--- config.mk ---
export PLATFORM = sky130hd
export DESIGN_NAME = rle_decompressor
export DESIGN_NICKNAME = d
export VERILOG_FILES = /design/src/rtl/rle_decompressor.sv
export SDC_FILE = /design/constraint.sdc
export NUM_CORES = 1
export LEC_CHECK = 0
export CAP_MARGIN = 20
export CORE_ASPECT_RATIO = 1.4
export CORE_UTILIZATION = 35
export DETAILED_ROUTE_END_ITERATION = 16
export GPL_ROUTABILITY_DRIVEN = 0
export SLEW_MARGIN = 30
export SYNTH_ARGS = -nofsm -noshare
export SYNTH_HDL_FRONTEND = slang
export SYNTH_SLANG_ARGS = --single-unit
--- constraint.sdc ---
create_clock -name clk_i -period 2.5 [get_ports clk_i]
set_input_delay 0.625 -clock clk_i [delete_from_list [all_inputs] [get_ports clk_i]]
set_output_delay 0.625 -clock clk_i [all_outputs]
set_load 0.02 [all_outputs]
--- src/rtl/rle_decompressor.sv ---
// Run-length decoder lane: expands literal/zero-run tokens into ELEM_W-wide elements
// and streams them to a local element memory, pulsing eob_o when the end marker is consumed.
//
//   state   | meaning
//   --------+---------------------------------------------------------------
//   S_IDLE  | waiting for start_i; outputs hold the last object's results
//   S_FETCH | in_ready_o high; consume literal / run / end-marker tokens
//   S_ZRUN  | emitting one zero element per cycle until the run is exhausted
//   S_DONE  | single cycle with eob_o high, then back to S_IDLE
module rle_decompressor #(
    parameter int ELEM_W    = 8,
    parameter int ADDR_W    = 6,
    parameter int MAX_ELEMS = 64,
    parameter int BASE_ADDR = 0
) (
    input  logic              clk_i,
    input  logic              reset_ni,
    input  logic              start_i,
    input  logic [7:0]        in_data_i,
    input  logic              in_valid_i,
    output logic              in_ready_o,
    output logic              mem_we_o,
    output logic [ADDR_W-1:0] mem_addr_o,
    output logic [ELEM_W-1:0] mem_data_o,
    output logic              eob_o,
    output logic              busy_o,
    output logic              overflow_o,
    output logic [ADDR_W:0]   elem_count_o
);

    typedef enum logic [1:0] {
        S_IDLE  = 2'd0,
        S_FETCH = 2'd1,
        S_ZRUN  = 2'd2,
        S_DONE  = 2'd3
    } state_t;

    localparam logic [ADDR_W-1:0] BASE    = ADDR_W'(BASE_ADDR);
    localparam logic [ADDR_W:0]   MAX_CNT = (ADDR_W+1)'(MAX_ELEMS);

    state_t              state_q, state_d;
    logic [6:0]          run_q, run_d;
    logic [ADDR_W-1:0]   ptr_q, ptr_d;
    logic [ADDR_W-1:0]   addr_q, addr_d;
    logic [ELEM_W-1:0]   data_q, data_d;
    logic [ADDR_W:0]     count_q, count_d;
    logic                we_q, we_d;
    logic                ovf_q, ovf_d;
    logic                ready_q, ready_d;
    logic                eob_q, eob_d;
    logic                busy_q, busy_d;

    logic                wr_req;
    logic [ELEM_W-1:0]   wr_val;
    logic [ELEM_W-1:0]   lit_val;
    logic                accept;

    assign lit_val = ELEM_W'($signed(in_data_i[6:0]));
    assign accept  = in_valid_i && ready_q;

    always_comb begin
        state_d = state_q;
        run_d   = run_q;
        ptr_d   = ptr_q;
        count_d = count_q;
        ovf_d   = ovf_q;
        data_d  = data_q;
        we_d    = 1'b0;
        wr_req  = 1'b0;
        wr_val  = '0;

        case (state_q)
            S_IDLE: begin
                if (start_i) begin
                    state_d = S_FETCH;
                    count_d = '0;
                    ovf_d   = 1'b0;
                    ptr_d   = BASE;
                end
            end
            S_FETCH: begin
                if (accept) begin
                    if (!in_data_i[7]) begin
                        wr_req = 1'b1;
                        wr_val = lit_val;
                    end else if (in_data_i[6:0] == 7'd0) begin
                        state_d = S_DONE;
                    end else begin
                        // First zero of the run is issued on the accepting edge.
                        state_d = S_ZRUN;
                        run_d   = in_data_i[6:0];
                        wr_req  = 1'b1;
                    end
                end
            end
            S_ZRUN: begin
                if (run_q == 7'd1) begin
                    state_d = S_FETCH;
                end else begin
                    run_d  = run_q - 7'd1;
                    wr_req = 1'b1;
                end
            end
            S_DONE: begin
                state_d = S_IDLE;
            end
            default: begin
                state_d = S_IDLE;
            end
        endcase

        // Writes beyond capacity are dropped but still flagged.
        if (wr_req) begin
            if (count_q >= MAX_CNT) begin
                ovf_d = 1'b1;
            end else begin
                we_d    = 1'b1;
                data_d  = wr_val;
                count_d = count_q + 1'b1;
                ptr_d   = ptr_q + 1'b1;
            end
        end

        addr_d  = we_d ? ptr_q : ptr_d;
        ready_d = (state_d == S_FETCH);
        eob_d   = (state_d == S_DONE);
        busy_d  = (state_d != S_IDLE);
    end

    always_ff @(posedge clk_i) begin
        if (!reset_ni) begin
            state_q <= S_IDLE;
            run_q   <= '0;
            ptr_q   <= BASE;
            addr_q  <= BASE;
            data_q  <= '0;
            count_q <= '0;
            we_q    <= 1'b0;
            ovf_q   <= 1'b0;
            ready_q <= 1'b0;
            eob_q   <= 1'b0;
            busy_q  <= 1'b0;
        end else begin
            state_q <= state_d;
            run_q   <= run_d;
            ptr_q   <= ptr_d;
            addr_q  <= addr_d;
            data_q  <= data_d;
            count_q <= count_d;
            we_q    <= we_d;
            ovf_q   <= ovf_d;
            ready_q <= ready_d;
            eob_q   <= eob_d;
            busy_q  <= busy_d;
        end
    end

    assign in_ready_o   = ready_q;
    assign mem_we_o     = we_q;
    assign mem_addr_o   = addr_q;
    assign mem_data_o   = data_q;
    assign eob_o        = eob_q;
    assign busy_o       = busy_q;
    assign overflow_o   = ovf_q;
    assign elem_count_o = count_q;

endmodule

==> impl_metrics.json, run 1 <==
{
  "die_h_microns": 91.3,
  "r2r_setup_slack_ns": 0.40,
  "yosysMostFrequentCell": "dfxtp_1",
  "finalSetupViolations": 0,
  "path_cells": "clkdlybuf4s50_1 -> or4_1 -> o21ai_1 -> a221o_1 -> buf_4 -> a21oi_1 -> o32ai_1",
  "insertion_delay_ns": 0.29,
  "routed_wl_microns": 4900,
  "yosysWarnings": 0,
  "clock-sinks": 40,
  "cp_num_buf_inv": 2,
  "syn2layout_area_growth_pct": 31.8,
  "io_pins": 38,
  "synth_edf_count": 0,
  "drtPass1Iterations": 4,
  "leakage_nw": 0.984,
  "drt_iter0_drc": 56,
  "grt_max_degree": 24,
  "cts-hold-fix-buffers": 0,
  "fin_util_pct": 47.9,
  "start_util_pct": 36.4,
  "peakVddDrop_uv": 264,
  "synth_area_leaders": "dfxtp_1 (40%), ha_1 (5.6%), nand2_1 (5.6%)",
  "skew_ns": 0.00731,
  "worst_slew_pin_slew_ns": 0.477,
  "grt_overflow": 0,
  "postRouteAntennaNets": 0,
  "startpoint_type": "input port",
  "fill_cells": 533,
  "vias_per_cell": 5.30,
  "wl_per_cell_microns": 13.6,
  "synth_flop_cell": "dfxtp_1",
  "final_hold_viol_count": 0,
  "antenna_found_initial": 0,
  "synth_top_area_share_pct": 40.2,
  "syn-num-nets": 260,
  "ys_seq_area_share_pct": 40.2,
  "core-area_sq_um": 5490,
  "yosysTopAreaCell": "dfxtp_1",
  "num_rows": 32,
  "synth.top_cells.by_count": "dfxtp_1 (40), nand2_1 (30), a21oi_1 (20)",
  "critPathCaptureType": "register",
  "fin_nets": 311,
  "postCtsSetupRepairBufs": 0,
  "power_density_nw_per_um2": 503,
  "antennaDiodeCount": 0,
  "clockBufferDepth": 2,
  "cts_resized": 0,
  "synth_area_sq_um": 1990,
  "cp_top_family": "compound AO/OA/AOI/OAI gates",
  "seq_area_sq_um": 801,
  "ys_ff_latch": 40,
  "root_buffer": "clkbuf_8",
  "rsz0062_at_grt": "no",
  "drive_above_1_share_pct": 11.3,
  "crit_type": "in2reg",
  "htree_levels": 2,
  "crit_path_top_delay_cell": "or4_1",
  "slew_viol_final": 0,
  "maxSlewHeadroom_pct": 68.1,
  "min_period_ns": 2.32,
  "drv_cap": 0,
  "cts_buffers": 5,
  "hold_path_class": "reg2reg",
  "synth_cell_types": 49,
  "status": "completed",
  "cts_tree": "built",
  "numPortBuffers": 37,
  "vias": 1901,
  "slowest_delay_ns": 0.57,
  "fmax_mhz": 431,
  "arrival_ns": 2.51,
  "crit_required_ns": 2.69,
  "multi_input_area_sq_um": 1100,
  "post-route-period-util_pct": 92.8,
  "total_power_mw": 1.32,
  "grt_pass1_vias": 1702,
  "die-area_sq_um": 6010,
  "hpwlAfterDp_microns": 3530,
  "grt_pass1_wl_microns": 8070,
  "path_max_fanout": 7,
  "netlist_instances": 239,
  "postSynth.asyncResetShare_pct": 0,
  "die_w_microns": 65.8,
  "path_clk_slew_ns": 0.08,
  "syn_area_per_cell_sq_um": 8.34,
  "drc": 0,
  "track_usage_pct": 17.3
}
==> final cells by class <==
cell class                 count  share of cell area (%)
timing repair buffer          56                    19.5
tap                           68                    3.24
clock buffer                   7                    3.28
clock inverter                 1                   0.286
inverter                      10                    1.43
sequential                    40                    30.5
multi-input combinational    177                    41.8
==> layer usage <==
metal,share of wire [%],global-route usage (%),up-vias
li1,-,-,960
met5,0,0,-
met3,5.2,3.77,6
met4,1.2,6.34,0
met2,48,27.5,58
met1,46,22.4,877
==> power breakdown <==
part,switching (mW),total [mW],internal [mW]
clock,0.232,0.457,0.225
sequential,0.0127,0.665,0.652
combinational,0.111,0.200,0.0889
==> kinds of logic after synthesis <==
| kind of cell | after synthesis | synth area share (%) |
|---|---|---|
| and+or+nand+nor | 103 | 26.8 |
| AOI/OAI and AO/OA | 63 | 21.6 |
| DFF | 40 | 40.2 |
| buffers and inverters | 22 | 4.77 |
| adders and majority gates | 9 | 5.65 |
| muxes | 2 | 1.00 |
==> worst reg2reg max path: stages (launching register included) <==
cell and delay [ns]:
dfxtp_1 0.33, inv_1 0.14, ha_1 0.28, nand3_1 0.13, a31oi_2 0.31, o21ai_4 0.11, buf_4 0.17, or4_1 0.46
o221ai_1 0.08
==> final timing paths <==
kind | to | from | cells after the start
setup / recovery | run_q[5] | in_data_i[2] | 7
hold / removal | mem_data_o[2] | mem_data_o[2] | 2
hold reg to reg | mem_data_o[2] | mem_data_o[2] | 2
setup reg to reg | elem_count_o[4] | state_q[1] | 8
==> flip-flops by register name (all words and copies together) (netlist names) <==
signal and flops:
elem_count_o 7, mem_data_o 7, run_q 7, mem_addr_o 6
ptr_q 6, state_q 2, busy_o 1, eob_o 1
in_ready_o 1, mem_we_o 1, overflow_o 1
==> cell usage in the layout, fill, tap and decap left out, types with 3 or more instances in the layout <==
cell type,instances
dfxtp_1,40
clkdlybuf4s50_1,37
nand2_1,30
a21oi_1,20
nand3_1,19
buf_4,19
nor2_1,14
o21ai_0,12
inv_1,10
and3_1,10
nor2b_1,9
ha_1,9
clkbuf_8,6
o211ai_1,3
or4_1,3
o32ai_1,3
o22ai_1,3
==> per-stage QoR <==
| step | TNS, ns | instances | hold WS (ns) | instance area [sq um] | worst slack [ns] |
|---|---|---|---|---|---|
| floorplan | 0 | 239 | 0.441 | 1990 | 0.545 |
| detailed placement | -0.591 | 351 | 0.444 | 2530 | -0.109 |
| finish | 0 | 359 | 0.460 | 2630 | 0.181 |
| CTS | 0 | 359 | 0.460 | 2630 | 0.183 |
| global route | 0 | 359 | 0.479 | 2630 | 0.0758 |
| global placement | -0.299 | 351 | 0.444 | 2530 | -0.0669 |
Note: power is estimated with default switching activity, not from simulation.
==> run 2, diff against run 1 <==
--- a/config.mk
+++ b/config.mk
@@ -10,6 +10,7 @@
 export CORE_UTILIZATION = 35
 export DETAILED_ROUTE_END_ITERATION = 16
 export GPL_ROUTABILITY_DRIVEN = 0
+export PLACE_DENSITY = 0.64
 export SLEW_MARGIN = 30
 export SYNTH_ARGS = -nofsm -noshare
 export SYNTH_HDL_FRONTEND = slang
==> run 2 against run 1 <==
Combinational power fell by 3%. Cell area did not move. Sequential share of layout area did not move. Fmax rose by 1.5%. Via count fell by 0.89%. Count of clock-buffer cells in the layout fell by 1. Critical path type unchanged. Largest cell class unchanged.
==> impl_metrics.json, run 2 (synthesis gave the netlist of run 1 again) <==
{
  "seq_power_share_pct": 50.1,
  "drtPass1Iterations": 4,
  "fill_cells": 545,
  "path_clk_slew_ns": 0.08,
  "leakage_nw": 0.985,
  "hold_end": "mem_data_o[4]",
  "grt_overflow": 0,
  "start_util_pct": 36.4,
  "drv_cap": 0,
  "final_hold_viol_count": 0,
  "vias": 1884,
  "arrival_ns": 2.49,
  "grt_max_degree": 15,
  "die-area_sq_um": 6010,
  "drive_above_1_share_pct": 11.1,
  "power_switching_mw": 0.364,
  "cts-hold-fix-buffers": 0,
  "power_density_nw_per_um2": 505,
  "peakVddDrop_uv": 294,
  "slew_viol_final": 0,
  "cp_top_family": "compound AO/OA/AOI/OAI gates",
  "min_period_ns": 2.28,
  "grtUsageMet1_pct": 21.6,
  "cts_tree": "built",
  "fin_nets": 309,
  "whs_path_depth": 2,
  "setup_tns_ns": 0,
  "seq_area_sq_um": 801,
  "cts_resized": 0,
  "root_buffer": "clkbuf_8",
  "postCtsSetupRepairBufs": 0,
  "path_depth": 7,
  "rsz0062_at_grt": "no",
  "maxSlewHeadroom_pct": 66.4,
  "track_usage_pct": 16.8,
  "wl_per_cell_microns": 13.5,
  "path_cells": "clkdlybuf4s50_1 -> or4_1 -> o21ai_1 -> a221o_1 -> buf_4 -> a21oi_1 -> o32ai_1",
  "final_common_cell": "dfxtp_1",
  "path_max_fanout": 7,
  "grt_pass1_wl_microns": 7890,
  "core-area_sq_um": 5490,
  "multi_input_area_sq_um": 1100,
  "syn2layout_area_growth_pct": 31.8,
  "hold_start": "mem_data_o[4]",
  "hpwlAfterDp_microns": 3580,
  "rr_endpoint": "elem_count_o[4]",
  "skew_ns": 0.00715,
  "crit_type": "in2reg",
  "startpoint_type": "input port",
  "post-route-period-util_pct": 91.4,
  "slowest_delay_ns": 0.57,
  "num_rows": 32,
  "r2r-start": "state_q[1]",
  "met3_usage_pct": 3.64,
  "swShare_pct": 27.4,
  "clock-sinks": 40,
  "worst_slew_pin_slew_ns": 0.504,
  "crit_path_top_delay_cell": "or4_1",
  "power.internal_mw": 0.964,
  "numPortBuffers": 37,
  "postRouteAntennaNets": 0,
  "r2r.worst_path.cells": 8,
  "grt_pass1_vias": 1656,
  "grt_most_used_layer": "met2",
  "hold_path_class": "reg2reg",
  "finalSetupViolations": 0,
  "fmax_mhz": 438,
  "htree_levels": 2,
  "cts_buffers": 5,
  "critPathCaptureType": "register",
  "insertion_delay_ns": 0.29,
  "fin_hold_ws_ns": 0.458,
  "drt_iter0_drc": 72,
  "status": "completed",
  "io_pins": 38,
  "die_h_microns": 91.3,
  "grtUsageMet2_pct": 27.6,
  "die_w_microns": 65.8,
  "vias_per_cell": 5.28,
  "r2r_setup_slack_ns": 0.41,
  "crit_required_ns": 2.70,
  "routed_wl_microns": 4820,
  "clockBufferDepth": 2,
  "drc": 0,
  "antennaDiodeCount": 0,
  "cp_num_buf_inv": 2,
  "final_cell_mix": "dfxtp_1 (40), clkdlybuf4s50_1 (37), nand2_1 (30), a21oi_1 (20), nand3_1 (19)",
  "power_frac_clock_pct": 35.2,
  "antenna_found_initial": 0,
  "power_frac_comb_pct": 14.7
}
==> run 2: layer usage <==
metal,vias up,share of wire [%]
li1,960,-
met4,0,0.60
met5,-,0
met1,884,46
met3,3,3.9
met2,37,49
==> run 2: layout make-up <==
| class | instances | area share (%) |
|---|---|---|
| Timing Repair Buffer | 54 | 19.4 |
| Clock buffer | 6 | 3.14 |
| Multi-Input combinational cell | 177 | 41.8 |
| Inverter | 10 | 1.43 |
| Sequential cell | 40 | 30.5 |
| Clock inverter | 2 | 0.524 |
| Tap cell | 68 | 3.24 |
==> run 2: power groups by stage <==
| stage | sequential [mW] | clock (mW) | combinational (mW) |
|---|---|---|---|
| finish | 0.665 | 0.467 | 0.195 |
| global route | 0.667 | 0.511 | 0.217 |
| CTS | 0.665 | 0.480 | 0.195 |
| detailed placement | 0.680 | 0 | 0.194 |
| global placement | 0.679 | 0 | 0.192 |
| floorplan | 0.682 | 0 | 0.115 |
==> run 2: how the worst max path moves through the flow <==
stage | startpoint | endpoint | slack [ns]
after floorplan | in_data_i[2] | run_q[0] | 0.54
after global placement | in_data_i[2] | run_q[2] | 0.007
after detailed placement | in_data_i[2] | run_q[2] | -0.05
after CTS | in_data_i[2] | run_q[2] | 0.25
after global routing | in_data_i[2] | run_q[1] | 0.14
final | in_data_i[2] | run_q[3] | 0.22
==> run 2: tightest hold or removal path: cells and delay by family, from the launching register on <==
| kind | cells | cell delay [ns] |
|---|---|---|
| flops | 1 | 0.32 |
| compound gates | 1 | 0.05 |
| simple gates | 1 | 0.05 |
==> run 2: through the flow <==
stage	setup slack, ns	instance area, sq um	util (%)	instances	total power [mW]
after floorplan	0.545	1990	-	239	0.797
after global placement	0.00713	2530	46.2	349	0.872
after detailed placement	-0.0477	2530	46.2	349	0.874
after CTS	0.250	2630	47.9	357	1.34
after global routing	0.141	2630	47.9	357	1.39
final	0.215	2630	47.9	357	1.33
